$ cat src/rtl/uart_rx_frame.sv
// uart_rx_frame: recovers 8-bit UART frames (start, 8 data, optional parity, stop)
// from an oversampled serial line and emits one word per frame, good or bad.
//
// Ports:
//   clk, rst            system clock, asynchronous active-low reset
//   p_BaudSig_i         one-clk pulse at OVERSAMPLE x baud rate
//   Rx_i                asynchronous serial line, idle high
//   p_ParityEnable_i    parity bit present after the data bits
//   p_BigEnd_i          1: MSB received first, 0: LSB first
//   ParityMethod_i      0 even, 1 odd
//   data_o              received word, held until the next p_DataValid_o
//   p_DataValid_o       one-clk pulse per received word
//   p_ParityErr_o       parity mismatch for data_o (0 when parity disabled)
//   p_FrameErr_o        stop bit sampled low for data_o
//
// Optional build macro: RX_MAJORITY_VOTE_EN
//   Each bit is the 2-of-3 majority of rx_s at ticks centre-1, centre, centre+1,
//   resolved at centre+1. Undefined: single sample at the bit centre.

module uart_rx_frame #(
    parameter int unsigned OVERSAMPLE = 16
) (
    input  logic       clk,
    input  logic       rst,
    input  logic       p_BaudSig_i,
    input  logic       Rx_i,
    input  logic       p_ParityEnable_i,
    input  logic       p_BigEnd_i,
    input  logic       ParityMethod_i,
    output logic [7:0] data_o,
    output logic       p_DataValid_o,
    output logic       p_ParityErr_o,
    output logic       p_FrameErr_o
);

    localparam int unsigned CNT_W = $clog2(OVERSAMPLE + 2);
    localparam int unsigned HALF  = OVERSAMPLE / 2;
`ifdef RX_MAJORITY_VOTE_EN
    localparam int unsigned START_TICKS = HALF + 1;
`else
    localparam int unsigned START_TICKS = HALF;
`endif

    typedef enum logic [2:0] {
        IDLE,
        START,
        DATA,
        PARITY,
        STOP,
        BREAK
    } rxState_t;

    rxState_t         state;
    logic             rxMeta;
    logic             rxS;
    logic             baudPrev;
    logic             baudTick_c;
    logic             bitVal_c;
    logic [CNT_W-1:0] tickCnt;
    logic [2:0]       bitCnt;
    logic [7:0]       shiftReg;
    logic             parEn;
    logic             bigEnd;
    logic             parOdd;
    logic             parErr;

    // Line synchroniser and baud-pulse edge detect (a stuck-high pulse gives one tick)
    always_ff @(posedge clk or negedge rst) begin
        if (!rst) begin
            rxMeta   <= 1'b1;
            rxS      <= 1'b1;
            baudPrev <= 1'b0;
        end else begin
            rxMeta   <= Rx_i;
            rxS      <= rxMeta;
            baudPrev <= p_BaudSig_i;
        end
    end

    assign baudTick_c = p_BaudSig_i & ~baudPrev;

`ifdef RX_MAJORITY_VOTE_EN
    logic [1:0] voteHist;

    // Last two tick samples; with the current sample they form the vote window
    always_ff @(posedge clk or negedge rst) begin
        if (!rst) begin
            voteHist <= 2'b11;
        end else if (baudTick_c) begin
            voteHist <= {voteHist[0], rxS};
        end
    end

    assign bitVal_c = (voteHist[1] & voteHist[0]) | (voteHist[1] & rxS) | (voteHist[0] & rxS);
`else
    assign bitVal_c = rxS;
`endif

    // Frame FSM with registered outputs
    always_ff @(posedge clk or negedge rst) begin
        if (!rst) begin
            state         <= IDLE;
            tickCnt       <= '0;
            bitCnt        <= '0;
            shiftReg      <= '0;
            parEn         <= 1'b0;
            bigEnd        <= 1'b0;
            parOdd        <= 1'b0;
            parErr        <= 1'b0;
            data_o        <= '0;
            p_DataValid_o <= 1'b0;
            p_ParityErr_o <= 1'b0;
            p_FrameErr_o  <= 1'b0;
        end else begin
            p_DataValid_o <= 1'b0;
            if (baudTick_c) begin
                case (state)
                    IDLE: begin
                        if (!rxS) begin
                            state   <= START;
                            tickCnt <= '0;
                            parEn   <= p_ParityEnable_i;
                            bigEnd  <= p_BigEnd_i;
                            parOdd  <= ParityMethod_i;
                        end
                    end
                    START: begin
                        if (tickCnt == CNT_W'(START_TICKS - 1)) begin
                            tickCnt <= '0;
                            bitCnt  <= '0;
                            state   <= bitVal_c ? IDLE : DATA;
                        end else begin
                            tickCnt <= tickCnt + CNT_W'(1);
                        end
                    end
                    DATA, PARITY, STOP: begin
                        if (tickCnt == CNT_W'(OVERSAMPLE - 1)) begin
                            tickCnt <= '0;
                            if (state == DATA) begin
                                shiftReg <= bigEnd ? {shiftReg[6:0], bitVal_c}
                                                   : {bitVal_c, shiftReg[7:1]};
                                bitCnt   <= bitCnt + 3'd1;
                                if (bitCnt == 3'd7) begin
                                    state <= parEn ? PARITY : STOP;
                                end
                            end else if (state == PARITY) begin
                                parErr <= ((^shiftReg) ^ bitVal_c) != parOdd;
                                state  <= STOP;
                            end else begin
                                // Word is published at the stop sample, valid or not
                                data_o        <= shiftReg;
                                p_DataValid_o <= 1'b1;
                                p_ParityErr_o <= parEn & parErr;
                                p_FrameErr_o  <= ~bitVal_c;
                                state         <= bitVal_c ? IDLE : BREAK;
                            end
                        end else begin
                            tickCnt <= tickCnt + CNT_W'(1);
                        end
                    end
                    BREAK: begin
                        if (rxS) begin
                            state <= IDLE;
                        end
                    end
                    default: state <= IDLE;
                endcase
            end
        end
    end

endmodule

$ cat config.mk
export PLATFORM = sky130hd
export DESIGN_NAME = uart_rx_frame
export DESIGN_NICKNAME = d
export VERILOG_FILES = /design/src/rtl/uart_rx_frame.sv
export SDC_FILE = /design/constraint.sdc
export NUM_CORES = 1
export LEC_CHECK = 0
export BUFFER_PORTS_ARGS = -buffer_cell sky130_fd_sc_hd__buf_4
export CAP_MARGIN = 20
export CORE_MARGIN = 2
export CORE_UTILIZATION = 53
export CTS_BUF_LIST = sky130_fd_sc_hd__clkbuf_4
export CTS_CLUSTER_DIAMETER = 100
export DETAILED_ROUTE_END_ITERATION = 16
export PLACE_DENSITY = 0.79
export REMOVE_ABC_BUFFERS = 1
export SETUP_SLACK_MARGIN = 0.3
export SLEW_MARGIN = 5
export SYNTH_ARGS = -nofsm -noshare
export SYNTH_HDL_FRONTEND = slang
export SYNTH_SLANG_ARGS = --single-unit
$ cat constraint.sdc
create_clock -name clk -period 2.9 [get_ports clk]
set_input_delay 0.58 -clock clk [delete_from_list [all_inputs] [get_ports clk]]
set_output_delay 0.58 -clock clk [all_outputs]
set_load 0.02 [all_outputs]
==> Word-level counts from Yosys, hierarchy flattened <==
Index checks and enable logic that the tools add are counted.
{ "totals": {"out_inout_bits": 11, "ff_bits": 37, "elab_cells": 76, "inputBits": 7} }
{ "classes": {"bitwise_logic": 7, "n_addsub": 2, "eq_ne": 15, "n_reduce_logical": 12, "mux": 25} }
{ "op_table": {"columns": ["operator", "n"], "rows": [
  ["3-bit 2-to-1 mux", 12],
  ["5-bit 2-to-1 mux", 3],
  ["5-bit one-hot mux with 3 select lines", 1],
  ["5-bit AND reduction", 3],
  ["3-bit one-hot mux with 4 select lines", 1],
  ["2-bit inequality test, second input constant", 5],
  ["3-bit equality test, second input constant", 3],
  ["8-bit 2-to-1 mux", 1],
  ["8-bit parity", 1],
  ["3-bit by 2-bit equality test with 1-bit output, second input constant", 2],
  ["3-bit one-hot mux with 2 select lines", 1],
  ["3-bit AND reduction", 2],
  ["6-bit AND reduction", 1],
  ["5-bit by 1-bit adder with 5-bit output, second input constant", 1],
  ["5-bit by 3-bit equality test with 1-bit output, second input constant", 1],
  ["5-bit by 4-bit equality test with 1-bit output, second input constant", 1],
  ["1-bit 2-to-1 mux", 5],
  ["1-bit inverter", 4],
  ["4-bit AND reduction", 1],
  ["3-bit by 1-bit adder with 3-bit output, second input constant", 1],
  ["3-bit by 1-bit equality test with 1-bit output, second input constant", 1],
  ["3-bit logical NOT", 1],
  ["3-bit inequality test, second input constant", 1],
  ["3-bit nonzero test", 1],
  ["other kinds (6)", 7]
]} }

==> Depth between registers and ports, before layout <==
Gate-level depths: netlist of run 1.
{ "logic_depth": {"ltp_word": 6, "ltp_mapped": 9, "mapped_depth_nobuf": 8} }

==> Worst setup path after synthesis of run 1 <==
No wires, ideal clock.
{ "synth_timing": {"path_type": "register -> register", "start": "reg tickCnt[0]", "end": "reg data_o[0]", "stages_incl_launch_ff": 9, "n_path_buf": 1, "arrival_ps": 1791, "setup_ps": 125, "slack_ps": 984, "period_less_slack_ps": 1916, "t_required_ps": 2775, "cell_sequence": "dfrtp_1 ha_1 nand3_1 inv_1 ha_1 nand2_1 nor3_2 buf_2 mux2_2"} }
{ "synth_via": {"elab_chain_cells": 2} }
{ "synth_lines": {"columns": ["element", "line_no", "source"], "rows": [
  ["start: declaration", "59", "logic [CNT_W-1:0] tickCnt;"],
  ["start signal: assignment", "133", "tickCnt <= tickCnt + CNT_W'(1);"],
  ["start signal: assignment", "158", "tickCnt <= tickCnt + CNT_W'(1);"],
  ["5-bit by 4-bit equality test with 1-bit output", "137", "if (tickCnt == CNT_W'(OVERSAMPLE - 1)) begin"],
  ["5-bit AND reduction (no line)", null, null],
  ["end signal: assignment", "151", "data_o <= shiftReg;"],
  ["end: declaration", "30", "output logic [7:0] data_o,"]
]} }
No other way between the ends.
A chain may end at the register's enable or synchronous reset.

==> Final worst setup path of run 1 <==
{ "layout_timing": {"start": "reg tickCnt[0]", "end": "reg bitCnt[0]"} }
{ "layout_via": {"elab_chain_cells": 3, "elab_cells_between_ends": 5, "cone_classes": "eq/ne: 4; reduce/logical: 1"} }
{ "layout_lines": {"columns": ["element", "line_no", "source"], "rows": [
  ["5-bit by 4-bit equality test with 1-bit output / 5-bit by 3-bit equality test with 1-bit output (equally long branches)", "137, 128", null],
  ["2-bit inequality test (no line)", null, null],
  ["5-bit AND reduction (no line) *", null, null],
  ["end signal: assignment", "142", "bitCnt <= bitCnt + 3'd1;"],
  ["end: declaration", "60", "logic [2:0] bitCnt;"]
]} }
Every way passes the cells marked *; elsewhere a longest branch is shown, timed or not.

==> results.toml, run 1 <==
[drt]
drc_marker_count_from_the_first_detailed_route_iteration = 82
viasPerCell = 5.597
dr_total_vias = 1304
firstDrtPassIters = 4
wl_per_cell_um = 14.20
routed_wl_um = 3309
remaining_design_rule_violation_count = 0
ant_nets = 0

[grt]
grt_pass1_wl_um = 5899
grt_util_all_layers = 0.1870
number_of_global_route_vias_before_repair = 1324
number_of_antenna_violations_at_the_first_check_in_global_routing = 0
grt_remaining_overflow = 0
largest_net_degree_at_the_start_of_global_routing = 38

[critical_path]
setup.worst_path.end = "bitCnt[0]"
worstPathCellList = "ha_1 > nand3_1 > inv_1 > ha_1 > nand2_1 > nor4_4 > mux2_2"
critical-path-top-delay-family = "simple AND/OR/NAND/NOR gates"
cp_num_buf_inv = 1
endpoint_kind = "register"
setup.worst_path.class = "register to register"
startpoint = "tickCnt[0]"
worst-r2r-setup-slack_ps = 800
cp_slowest_stage_delay_ps = 600
worst-r2r-cell-count = 7
worst_ep_arrival_time_ps = 2390
path_max_fanout = 17
cp_num_cells = 7
r2r-start = "tickCnt[0]"
r2r-end = "bitCnt[0]"
critical_path_required_ps = 3190
startpoint_type = "register"
cp_common_cell = "sky130_fd_sc_hd__ha_1"
critical-path-slowest-cell = "sky130_fd_sc_hd__nor4_4"

[sta]
period_share = 0.7250
maxSlewHeadroom = 0.4897
final_hold_viol_count = 0
fin_crit_ps = 2103
worstMarginPinSlew_ps = 759.8
fmax_mhz = 475.6
unrepaired_setup_endpoints_after_global_routing = "no"
skew_ps = 9.422
drv_slew = 0
setup_total_negative_slack_ps = 0
number_of_endpoints_failing_setup_at_the_final_stage = 0

[pwr]
vdd.ir_drop.worst_uv = 343.0
combPwrFrac = 0.308
power_switching_mw = 0.5312
power.clock.fraction = 0.183
p_seq_frac = 0.509
internal_power_mw = 0.9046
switching_share = 0.3700
power.density_nw_per_um2 = 683.0
static-leakage-power_nw = 0.9689

[synth]
synthesis.yosys.warnings = 0
synth.yosys.seq_area_share = 0.4882
post_synth.cell_area_avg_um2 = 11.25
postSynth.asyncResetShare = 1.000
synth_enable_flop_cells = 0
main_combinational_cell_family_by_area_after_synthesis = "simple AND/OR/NAND/NOR gates"
synth.ff_latch_count = 37
post-synth-top-area-fraction = 0.4605
syn-cell-area_um2 = 1902
netlist_instances = 169
yosysTopAreaCell = "sky130_fd_sc_hd__dfrtp_1"
synth_area_in_xor_xnor = 0.04408
synth-compound-area-share = 0.1053
synth_fa_ha_area_frac = 0.03289
synth.area.mux_share = 0.1296
synth.distinct_cells = 47
synth-main-ff-cell = "sky130_fd_sc_hd__dfrtp_1"
synth_simple_gate_area_share = 0.1592
post_synth_main_area_contributors = "sky130_fd_sc_hd__dfrtp_1 (46%), sky130_fd_sc_hd__mux2_2 (5.9%), sky130_fd_sc_hd__mux2i_1 (5.3%), sky130_fd_sc_hd__ha_1 (3.3%), sky130_fd_sc_hd__xnor2_1 (3.2%)"

[placement]
gpl.final_weighted_congestion = 0.7220
place.port_buffers = 17
post-dp-hpwl_um = 2361
post_dp_cell_area_um2 = 2047

[layout]
signed_area_change_from_the_synthesized_netlist_to_the_final_layout_pct = 10.53
layout-drive-gt1-share = 0.2513
layout_common_cells = "sky130_fd_sc_hd__dfrtp_1 (35), sky130_fd_sc_hd__buf_4 (18), sky130_fd_sc_hd__nor2_1 (14)"
leading_cell_type_in_the_layout_fill_and_taps_excluded = "sky130_fd_sc_hd__dfrtp_1"
final_design_area_no_fill_um2 = 2102
fin_nets = 198
diodes = 0

[floorplanning]
die_x_um = 63.90
die_area_um2 = 4083
starting_utilization_of_the_core_area = 0.5611
io_pins = 18
design.core.area_um2 = 3390
floorplan.rows = 21
die_h_um = 63.90

[flow_run]
timing.max_cap.violations = 0

[clock_network]
postCtsSetupBuffers = 0
cts_tree = "done"
cts_hold_buffers = 0
cts_inserted_buffers = 5
clkTransAtPathRegs_ps = 110
clk-insertion-delay-late_ps = 350
cts_buffer_depth = 2
cts.sink_count = 37
number_of_cells_upsized_or_downsized_after_cts = 0
cts_htree_levels = 2
clock_tree.root_cell = "sky130_fd_sc_hd__clkbuf_4"

[status]
status = "finished clean"

[min_path]
hold_class = "primary input to async pin"
==> cells by family (layout without fill, tap and decap cells) <==
logic type               Yosys count  after routing
AO/OA/AOI/OAI                     29             29
XOR/XNOR                           8              8
adder cells (fa/ha/maj)            5              5
buffers and inverters             16             34
flip-flops                        37             37
multiplexers                      23             23
AND/OR/NAND/NOR                   51             51
==> synthesized netlist by cell type, types with 2 or more instances <==
library cell                n
sky130_fd_sc_hd__a21bo_2    2
sky130_fd_sc_hd__a21oi_1   10
sky130_fd_sc_hd__buf_2      5
sky130_fd_sc_hd__dfrtp_1   35
sky130_fd_sc_hd__dfstp_2    2
sky130_fd_sc_hd__ha_1       5
sky130_fd_sc_hd__inv_1      8
sky130_fd_sc_hd__mux2_1     3
sky130_fd_sc_hd__mux2_2    10
sky130_fd_sc_hd__mux2i_1   10
sky130_fd_sc_hd__nand2_1    9
sky130_fd_sc_hd__nand2b_1   3
sky130_fd_sc_hd__nand3_1    3
sky130_fd_sc_hd__nand4_1    3
sky130_fd_sc_hd__nor2_1    14
sky130_fd_sc_hd__nor3_1     4
sky130_fd_sc_hd__nor4b_1    2
sky130_fd_sc_hd__o21ai_0    5
sky130_fd_sc_hd__or4_4      2
sky130_fd_sc_hd__xnor2_1    7
==> state kept, by name, indices dropped and copies added, names as in the netlist <==
signal / flops
baudPrev: 1
bitCnt: 3
state: 3
p_DataValid_o: 1
rxMeta: 1
bigEnd: 1
parOdd: 1
p_ParityErr_o: 1
parEn: 1
shiftReg: 8
p_FrameErr_o: 1
bitVal_c: 1
parErr: 1
data_o: 8
tickCnt: 5
==> final cells by class <==
cell class                 instances  area, um^2
fill                             265        1287
sequential                        37       928.4
multi-input combinational        116       895.9
timing repair buffer              18       135.1
tap                               46       57.56
clock buffer                       5       37.54
inverter                           8       30.03
clock inverter                     3       17.52
==> worst reg2reg max path, delay by kind of cell, from the launching register on <==
kind / cells / cell delay [ps]
adder cells (fa/ha/maj): 2 / 440
AND/OR/NAND/NOR: 3 / 850
buffers and inverters: 1 / 80
flip-flops: 1 / 400
multiplexers: 1 / 280
==> routing by layer <==
layer  track usage  routed length [um]
met5             0                   0
met4       0.06250                  45
met3       0.05282                 115
met2        0.3008                1602
met1        0.2427                1546
==> worst min path at each step <==
stage / start / to / slack, ps
6_report: rst / p_DataValid_o / 170
5_1_grt: rst / p_FrameErr_o / 190
4_1_cts: rst / p_DataValid_o / 190
3_5_place_dp: rxMeta / bitVal_c / 350
3_3_place_gp: rxMeta / bitVal_c / 350
2_1_floorplan: rst / baudPrev / 280
==> through the flow <==
stage	total power, mW	utilization	setup WS [ps]	hold slack [ps]	cells
after floorplan	1.062	-	824.8	284.4	161
after detailed placement	1.178	0.6039	839.6	347.2	225
after global placement	1.149	0.6039	895.6	346.0	225
final	1.436	0.6202	797.4	167.2	233
after global routing	1.542	0.6202	561.4	189.5	233
after CTS	1.438	0.6202	811.9	186.2	233
==> power by group through the flow <==
| stage | Sequential [mW] | Combinational (mW) | Clock (mW) |
|---|---|---|---|
| after floorplan | 0.705 | 0.358 | 0 |
| after global placement | 0.733 | 0.416 | 0 |
| after detailed placement | 0.740 | 0.438 | 0 |
| after CTS | 0.729 | 0.441 | 0.269 |
| after global routing | 0.750 | 0.497 | 0.295 |
| final | 0.730 | 0.442 | 0.263 |
Note: power is estimated with default switching activity, not from simulation.
==> run 2: changes to the inputs <==
--- a/config.mk
+++ b/config.mk
@@ -12,7 +12,7 @@
 export CTS_BUF_LIST = sky130_fd_sc_hd__clkbuf_4
 export CTS_CLUSTER_DIAMETER = 100
 export DETAILED_ROUTE_END_ITERATION = 16
-export PLACE_DENSITY = 0.79
+export PLACE_DENSITY = 0.81
 export REMOVE_ABC_BUFFERS = 1
 export SETUP_SLACK_MARGIN = 0.3
 export SLEW_MARGIN = 5
==> constraint.sdc (replaced) <==
create_clock -name clk -period 1.8 [get_ports clk]
set_input_delay 0.36 -clock clk [delete_from_list [all_inputs] [get_ports clk]]
set_output_delay 0.36 -clock clk [all_outputs]
set_load 0.02 [all_outputs]
==> run 2 against run 1 <==
Net effect:
- the flow now finishes with violations (negative setup slack)
- power grew 97%
- first-iteration DRC count grew 11%
- clock-buffer cell count grew 1
- maximum frequency grew 11%
- combinational power grew to 2.7 times the previous value
- die area is the same
- worst hold slack lost 52 ps
- largest cell class is now multi-input combinational cells
==> results.toml, run 2 (synthesized netlist as in run 1, its figures left out) <==
[sta]
final_hold_viol_count = 0
fmax_mhz = 529.5
post_route_hold_slack_ps = 115.6
maxSlewHeadroom = 0.5237
unrepaired_setup_endpoints_after_global_routing = "yes"
worstMarginPinSlew_ps = 704.5
drv_slew = 0
finalWorstSetupSlack_ps = -88.60
skew_ps = 17.56
fin_crit_ps = 1889
period_share = 1.049
number_of_endpoints_failing_setup_at_the_final_stage = 15

[critical_path]
endpoint_kind = "register"
startpoint = "bitVal_c"
worst-r2r-cell-count = 5
worst-r2r-setup-slack_ps = -90
setup.worst_path.class = "register to register"
r2r-start = "bitVal_c"
critical_path_required_ps = 2070
path_max_fanout = 8
setup.worst_path.end = "tickCnt[2]"
startpoint_type = "register"
worst_ep_arrival_time_ps = 2160
r2r-end = "tickCnt[2]"

[layout]
top_regs = "data_o: 8 flops, shiftReg: 8 flops, tickCnt: 5 flops"
signed_area_change_from_the_synthesized_netlist_to_the_final_layout_pct = 39.14
n_fill_cell = 187
leading_cell_type_in_the_layout_fill_and_taps_excluded = "sky130_fd_sc_hd__buf_4"
diodes = 0
layout-drive-gt1-share = 0.4866
final_cell_count_no_fill = 270
layout_common_cells = "sky130_fd_sc_hd__buf_4 (43), sky130_fd_sc_hd__dfrtp_1 (33), sky130_fd_sc_hd__mux2i_1 (10)"
fin_nets = 235

[pwr]
power.density_nw_per_um2 = 1070
power_switching_mw = 1.073
internal_power_mw = 1.759
combPwrFrac = 0.427
p_total_mw = 2.832
p_seq_frac = 0.416
static-leakage-power_nw = 1.236
vdd.ir_drop.worst_uv = 721.4
switching_share = 0.3789
power.clock.fraction = 0.157

[drt]
ant_nets = 0
remaining_design_rule_violation_count = 0
firstDrtPassIters = 4
dr_total_vias = 1537
wl_per_cell_um = 18.43
drc_marker_count_from_the_first_detailed_route_iteration = 91
routed_wl_um = 4975
viasPerCell = 5.693

[floorplanning]
starting_utilization_of_the_core_area = 0.5611
die_x_um = 63.90
io_pins = 18
die_area_um2 = 4083
die_h_um = 63.90
floorplan.rows = 21
design.core.area_um2 = 3390

[placement]
place.port_buffers = 17
post-dp-hpwl_um = 2721
numPlacedInstances = 242
gpl.final_weighted_congestion = 0.7864

[clock_network]
clkTransAtPathRegs_ps = 110
cts_tree = "done"
cts_buffer_depth = 2
clock_tree.root_cell = "sky130_fd_sc_hd__clkbuf_4"
cts_htree_levels = 2
clk-insertion-delay-late_ps = 360
cts_inserted_buffers = 5
cts.sink_count = 37

[grt]
grt_pass1_wl_um = 7307
number_of_global_route_vias_before_repair = 1542
grt_remaining_overflow = 0
grt_util_all_layers = 0.2382
number_of_antenna_violations_at_the_first_check_in_global_routing = 0
largest_net_degree_at_the_start_of_global_routing = 38

[flow_run]
timing.max_cap.violations = 0

[status]
status = "finished, violations left"
failed_checks = "negative setup slack"

[min_path]
hold_class = "primary input to register"
## run 2: changes by cell type in the layout (fill, tap and decap cells not counted), moves of 4 or more
| cell | delta |
|---|---|
| sky130_fd_sc_hd__mux2_4 | +8 |
| sky130_fd_sc_hd__mux2_2 | -8 |
| sky130_fd_sc_hd__nor2_1 | -7 |
| sky130_fd_sc_hd__nor2_4 | +4 |
| sky130_fd_sc_hd__buf_6 | +9 |
| sky130_fd_sc_hd__a21oi_1 | -5 |
| sky130_fd_sc_hd__a21oi_2 | +5 |
| sky130_fd_sc_hd__buf_4 | +25 |
## run 2: area by class of cell
type                       count  area (um^2)  area share
multi-input combinational    116         1084      0.4095
sequential                    37        930.9      0.3518
timing repair buffer          55        486.7      0.1839
tap                           46        57.56     0.02175
clock buffer                   6        45.04     0.01702
inverter                       8        32.53     0.01229
clock inverter                 2        10.01    0.003783
## run 2: power by group through the flow
stage / sequential, mW / combinational, mW / clock, mW
after global routing: 1.19 / 1.30 / 0.488
after CTS: 1.13 / 1.11 / 0.437
after detailed placement: 1.16 / 0.925 / 0
after global placement: 1.14 / 0.890 / 0
after floorplan: 1.14 / 0.577 / 0
final: 1.18 / 1.21 / 0.445
## run 2: critical path, stage by stage, from the launching register on
cell and delay, ps:
sky130_fd_sc_hd__dfstp_2 650, sky130_fd_sc_hd__nor4b_1 610, sky130_fd_sc_hd__a211oi_2 50, sky130_fd_sc_hd__buf_4 190, sky130_fd_sc_hd__mux2i_1 120, sky130_fd_sc_hd__nor3_1 180
## run 2: layer usage
layer	track usage	vias to the layer above	routed length, um
met5	0	-	0
met4	0.1114	0	144
li1	-	710	-
met2	0.3880	42	2548
met3	0.05634	17	183
met1	0.2991	768	2098
## run 2: what timing repair did
item / 4_1_cts / 5_1_grt
pin swaps: 7 / 2
resized for setup: 23 / 32
setup endpoints to repair: 34 / 34
cloned: 1 / 0
endpoints found under the hold margin: 35 / 0
setup buffers: 15 / 3
hold buffers: 1 / 0
## run 2: how the worst min path moves through the flow
stage,slack (ps),to,startpoint,cells after the start
4_1_cts,120,rxMeta,Rx_i,1
2_1_floorplan,60,baudPrev,rst,0
5_1_grt,100,rxMeta,Rx_i,1
6_report,120,rxMeta,Rx_i,1
3_5_place_dp,340,p_DataValid_o,rst,1
3_3_place_gp,340,p_DataValid_o,rst,1
## run 2: through the flow
step           setup TNS (ps)  worst slack (ps)  instance area (um^2)    util
2_1_floorplan           -2443            -275.2                  1854       -
3_3_place_gp           -5.227            -1.676                  2187  0.6453
3_5_place_dp           -781.7            -87.21                  2187  0.6453
4_1_cts                     0             16.85                  2481  0.7320
5_1_grt                 -2485            -165.4                  2646  0.7807
6_report               -553.1            -88.60                  2646  0.7807
==> run 3: changes to the inputs <==
--- a/config.mk
+++ b/config.mk
@@ -5,6 +5,7 @@
 export SDC_FILE = /design/constraint.sdc
 export NUM_CORES = 1
 export LEC_CHECK = 0
+export ABC_AREA = 1
 export BUFFER_PORTS_ARGS = -buffer_cell sky130_fd_sc_hd__buf_4
 export CAP_MARGIN = 20
 export CORE_MARGIN = 2
==> run 3 against run 2 <==
Net effect:
- the flow now finishes without violations
- sequential share of layout area is 0.82 points higher
- non-clock buffer count down 22
- cell area decreased by 2.3%
- die area is 7.3% higher
- via count increased by 12%
- area after synthesis up 7.8%
- critical path type unchanged
- largest cell class unchanged
==> results.toml, run 3 <==
[status]
status = "finished clean"

[placement]
place.port_buffers = 17
placement.setup.worst_slack_ps = -33.42
numPlacedInstances = 304
post-dp-hpwl_um = 2702
post_dp_cell_area_um2 = 2222
gpl.final_weighted_congestion = 0.8989

[floorplanning]
die_h_um = 66.19
io_pins = 18
die_area_um2 = 4380
starting_utilization_of_the_core_area = 0.5556
design.core.area_um2 = 3689
floorplan.rows = 22
die_x_um = 66.19

[drt]
firstDrtPassIters = 4
viasPerCell = 5.275
routed_wl_um = 4294
ant_nets = 0
dr_total_vias = 1725
wl_per_cell_um = 13.13
drc_marker_count_from_the_first_detailed_route_iteration = 94
remaining_design_rule_violation_count = 0

[critical_path]
path_max_fanout = 8
worst-r2r-setup-slack_ps = 120
endpoint_kind = "register"
worst_ep_arrival_time_ps = 1950
startpoint_type = "register"
critical_path_required_ps = 2080
setup.worst_path.class = "register to register"

[layout]
final_design_area_no_fill_um2 = 2586
fin_nets = 290
top_regs = "data_o: 8 flops, shiftReg: 8 flops, tickCnt: 5 flops"
signed_area_change_from_the_synthesized_netlist_to_the_final_layout_pct = 26.19
layout-drive-gt1-share = 0.3763
leading_cell_type_in_the_layout_fill_and_taps_excluded = "sky130_fd_sc_hd__nand2_1"
diodes = 0
layout_common_cells = "sky130_fd_sc_hd__nand2_1 (68), sky130_fd_sc_hd__dfrtp_1 (33), sky130_fd_sc_hd__buf_4 (24)"
final_cell_count_no_fill = 327

[synth]
synth.yosys.seq_area_share = 0.4530
post-synth-top-count-cell = "sky130_fd_sc_hd__nand2_1"
post-synth-top-area-fraction = 0.4274
synth_enable_flop_cells = 0
synth.distinct_cells = 30
netlist_instances = 241
yosysTopAreaCell = "sky130_fd_sc_hd__dfrtp_1"
post_synth_main_area_contributors = "sky130_fd_sc_hd__dfrtp_1 (43%), sky130_fd_sc_hd__nand2_1 (15%), sky130_fd_sc_hd__o21ai_2 (4.7%), sky130_fd_sc_hd__inv_1 (3.8%), sky130_fd_sc_hd__ha_1 (3.1%)"
synthTopCellsByCount = "sky130_fd_sc_hd__nand2_1 (80), sky130_fd_sc_hd__dfrtp_1 (35), sky130_fd_sc_hd__inv_1 (21)"
synthesis.yosys.warnings = 0
postSynth.asyncResetShare = 1.000
synth-main-ff-cell = "sky130_fd_sc_hd__dfrtp_1"
synth.ff_latch_count = 37
post_synth.cell_area_avg_um2 = 8.504
syn-cell-area_um2 = 2049

[sta]
fmax_mhz = 596.6
unrepaired_setup_endpoints_after_global_routing = "yes"
period_share = 0.9312
number_of_endpoints_failing_setup_at_the_final_stage = 0
skew_ps = 11.12
finalWorstSetupSlack_ps = 123.9
drv_slew = 0
maxSlewHeadroom = 0.6733
worstMarginPinSlew_ps = 490.0
setup_total_negative_slack_ps = 0
fin_crit_ps = 1676
final_hold_viol_count = 0

[pwr]
static-leakage-power_nw = 1.231
p_seq_frac = 0.409
power.density_nw_per_um2 = 1084
combPwrFrac = 0.429
power.clock.fraction = 0.162
switching_share = 0.4121
internal_power_mw = 1.648
power_switching_mw = 1.155
vdd.ir_drop.worst_uv = 715.4

[grt]
grt_remaining_overflow = 0
largest_net_degree_at_the_start_of_global_routing = 38
number_of_antenna_violations_at_the_first_check_in_global_routing = 0
grt_util_all_layers = 0.2100
number_of_global_route_vias_before_repair = 1591
grt_pass1_wl_um = 6872

[clock_network]
cts_inserted_buffers = 5
cts_htree_levels = 2
clkTransAtPathRegs_ps = 110
clock_tree.root_cell = "sky130_fd_sc_hd__clkbuf_4"
cts_buffer_depth = 2
clk-insertion-delay-late_ps = 350
cts.sink_count = 37
cts_tree = "done"

[min_path]
hold_class = "primary input to register"

[flow_run]
timing.max_cap.violations = 0
==> run 3: kinds of logic after synthesis <==
kind of cell,Yosys count,synth area share
simple gates,122,0.2998
compound gates,41,0.1319
xor+xnor,1,0.004274
flops,37,0.4530
fa+ha+maj,5,0.03053
buf+inv,33,0.06960
mux,2,0.01099
==> run 3: final cells by class <==
type	instances	area (um^2)
repair inverters	2	22.52
inverters	28	112.6
fillers	281	1102
clock buffers	7	52.55
multi-input cells	171	1101
flip-flops and latches	37	930.9
well taps	48	60.06
repair buffers	33	302.8
clock inverters	1	3.754
==> run 3: power by group through the flow <==
stage	Combinational, mW	Sequential (mW)	Clock, mW
3_3_place_gp	0.857	1.15	0
6_report	1.20	1.15	0.453
2_1_floorplan	0.706	1.13	0
3_5_place_dp	0.886	1.16	0
5_1_grt	1.32	1.17	0.512
4_1_cts	1.09	1.13	0.464
==> run 3: per-stage QoR <==
stage	util	hold slack [ps]	total power, mW
after detailed placement	0.6024	345.3	2.043
after global placement	0.6024	344.8	2.007
after global routing	0.7012	79.97	3.003
final	0.7012	110.6	2.804
after CTS	0.6499	93.28	2.683
after floorplan	-	64.41	1.831
==> run 3: what timing repair did <==
| item | CTS | global route |
|---|---|---|
| gates cloned | 0 | 3 |
| resized for setup | 14 | 35 |
| buffers inserted | 6 | 5 |
| hold endpoints to repair | 35 | 0 |
| pin swaps | 7 | 9 |
| setup endpoints to repair | 29 | 33 |
| hold buffers | 1 | 0 |
==> run 3: worst max-delay path, stage by stage (launching register included) <==
cell	delay, ps
sky130_fd_sc_hd__dfrtp_1	370
sky130_fd_sc_hd__ha_2	200
sky130_fd_sc_hd__nand2_2	80
sky130_fd_sc_hd__nor2_4	110
sky130_fd_sc_hd__ha_4	140
sky130_fd_sc_hd__inv_2	40
sky130_fd_sc_hd__nor2_2	100
sky130_fd_sc_hd__inv_2	90
sky130_fd_sc_hd__nor2_4	150
sky130_fd_sc_hd__buf_12	140
sky130_fd_sc_hd__o211ai_1	70
sky130_fd_sc_hd__o21ai_0	100
==> run 3: worst paths after layout <==
| check | start | endpoint | cells past startpoint |
|---|---|---|---|
| max | tickCnt[0] | shiftReg[0] | 11 |
| min | Rx_i | rxMeta | 1 |
| max reg2reg | tickCnt[0] | shiftReg[0] | 11 |
| min reg2reg | rxMeta | bitVal_c | 0 |
| max in group asynchronous | rst | rxMeta | 2 |
| min in group asynchronous | rst | data_o[5] | 2 |
==> run 3: layer usage <==
layer  global-route usage  routed length (um)  share of wire
met5                    0                   0              0
met4              0.08418                  68          0.016
met3              0.06303                 251          0.058
met2               0.3313                2089           0.49
met1               0.2698                1885           0.44
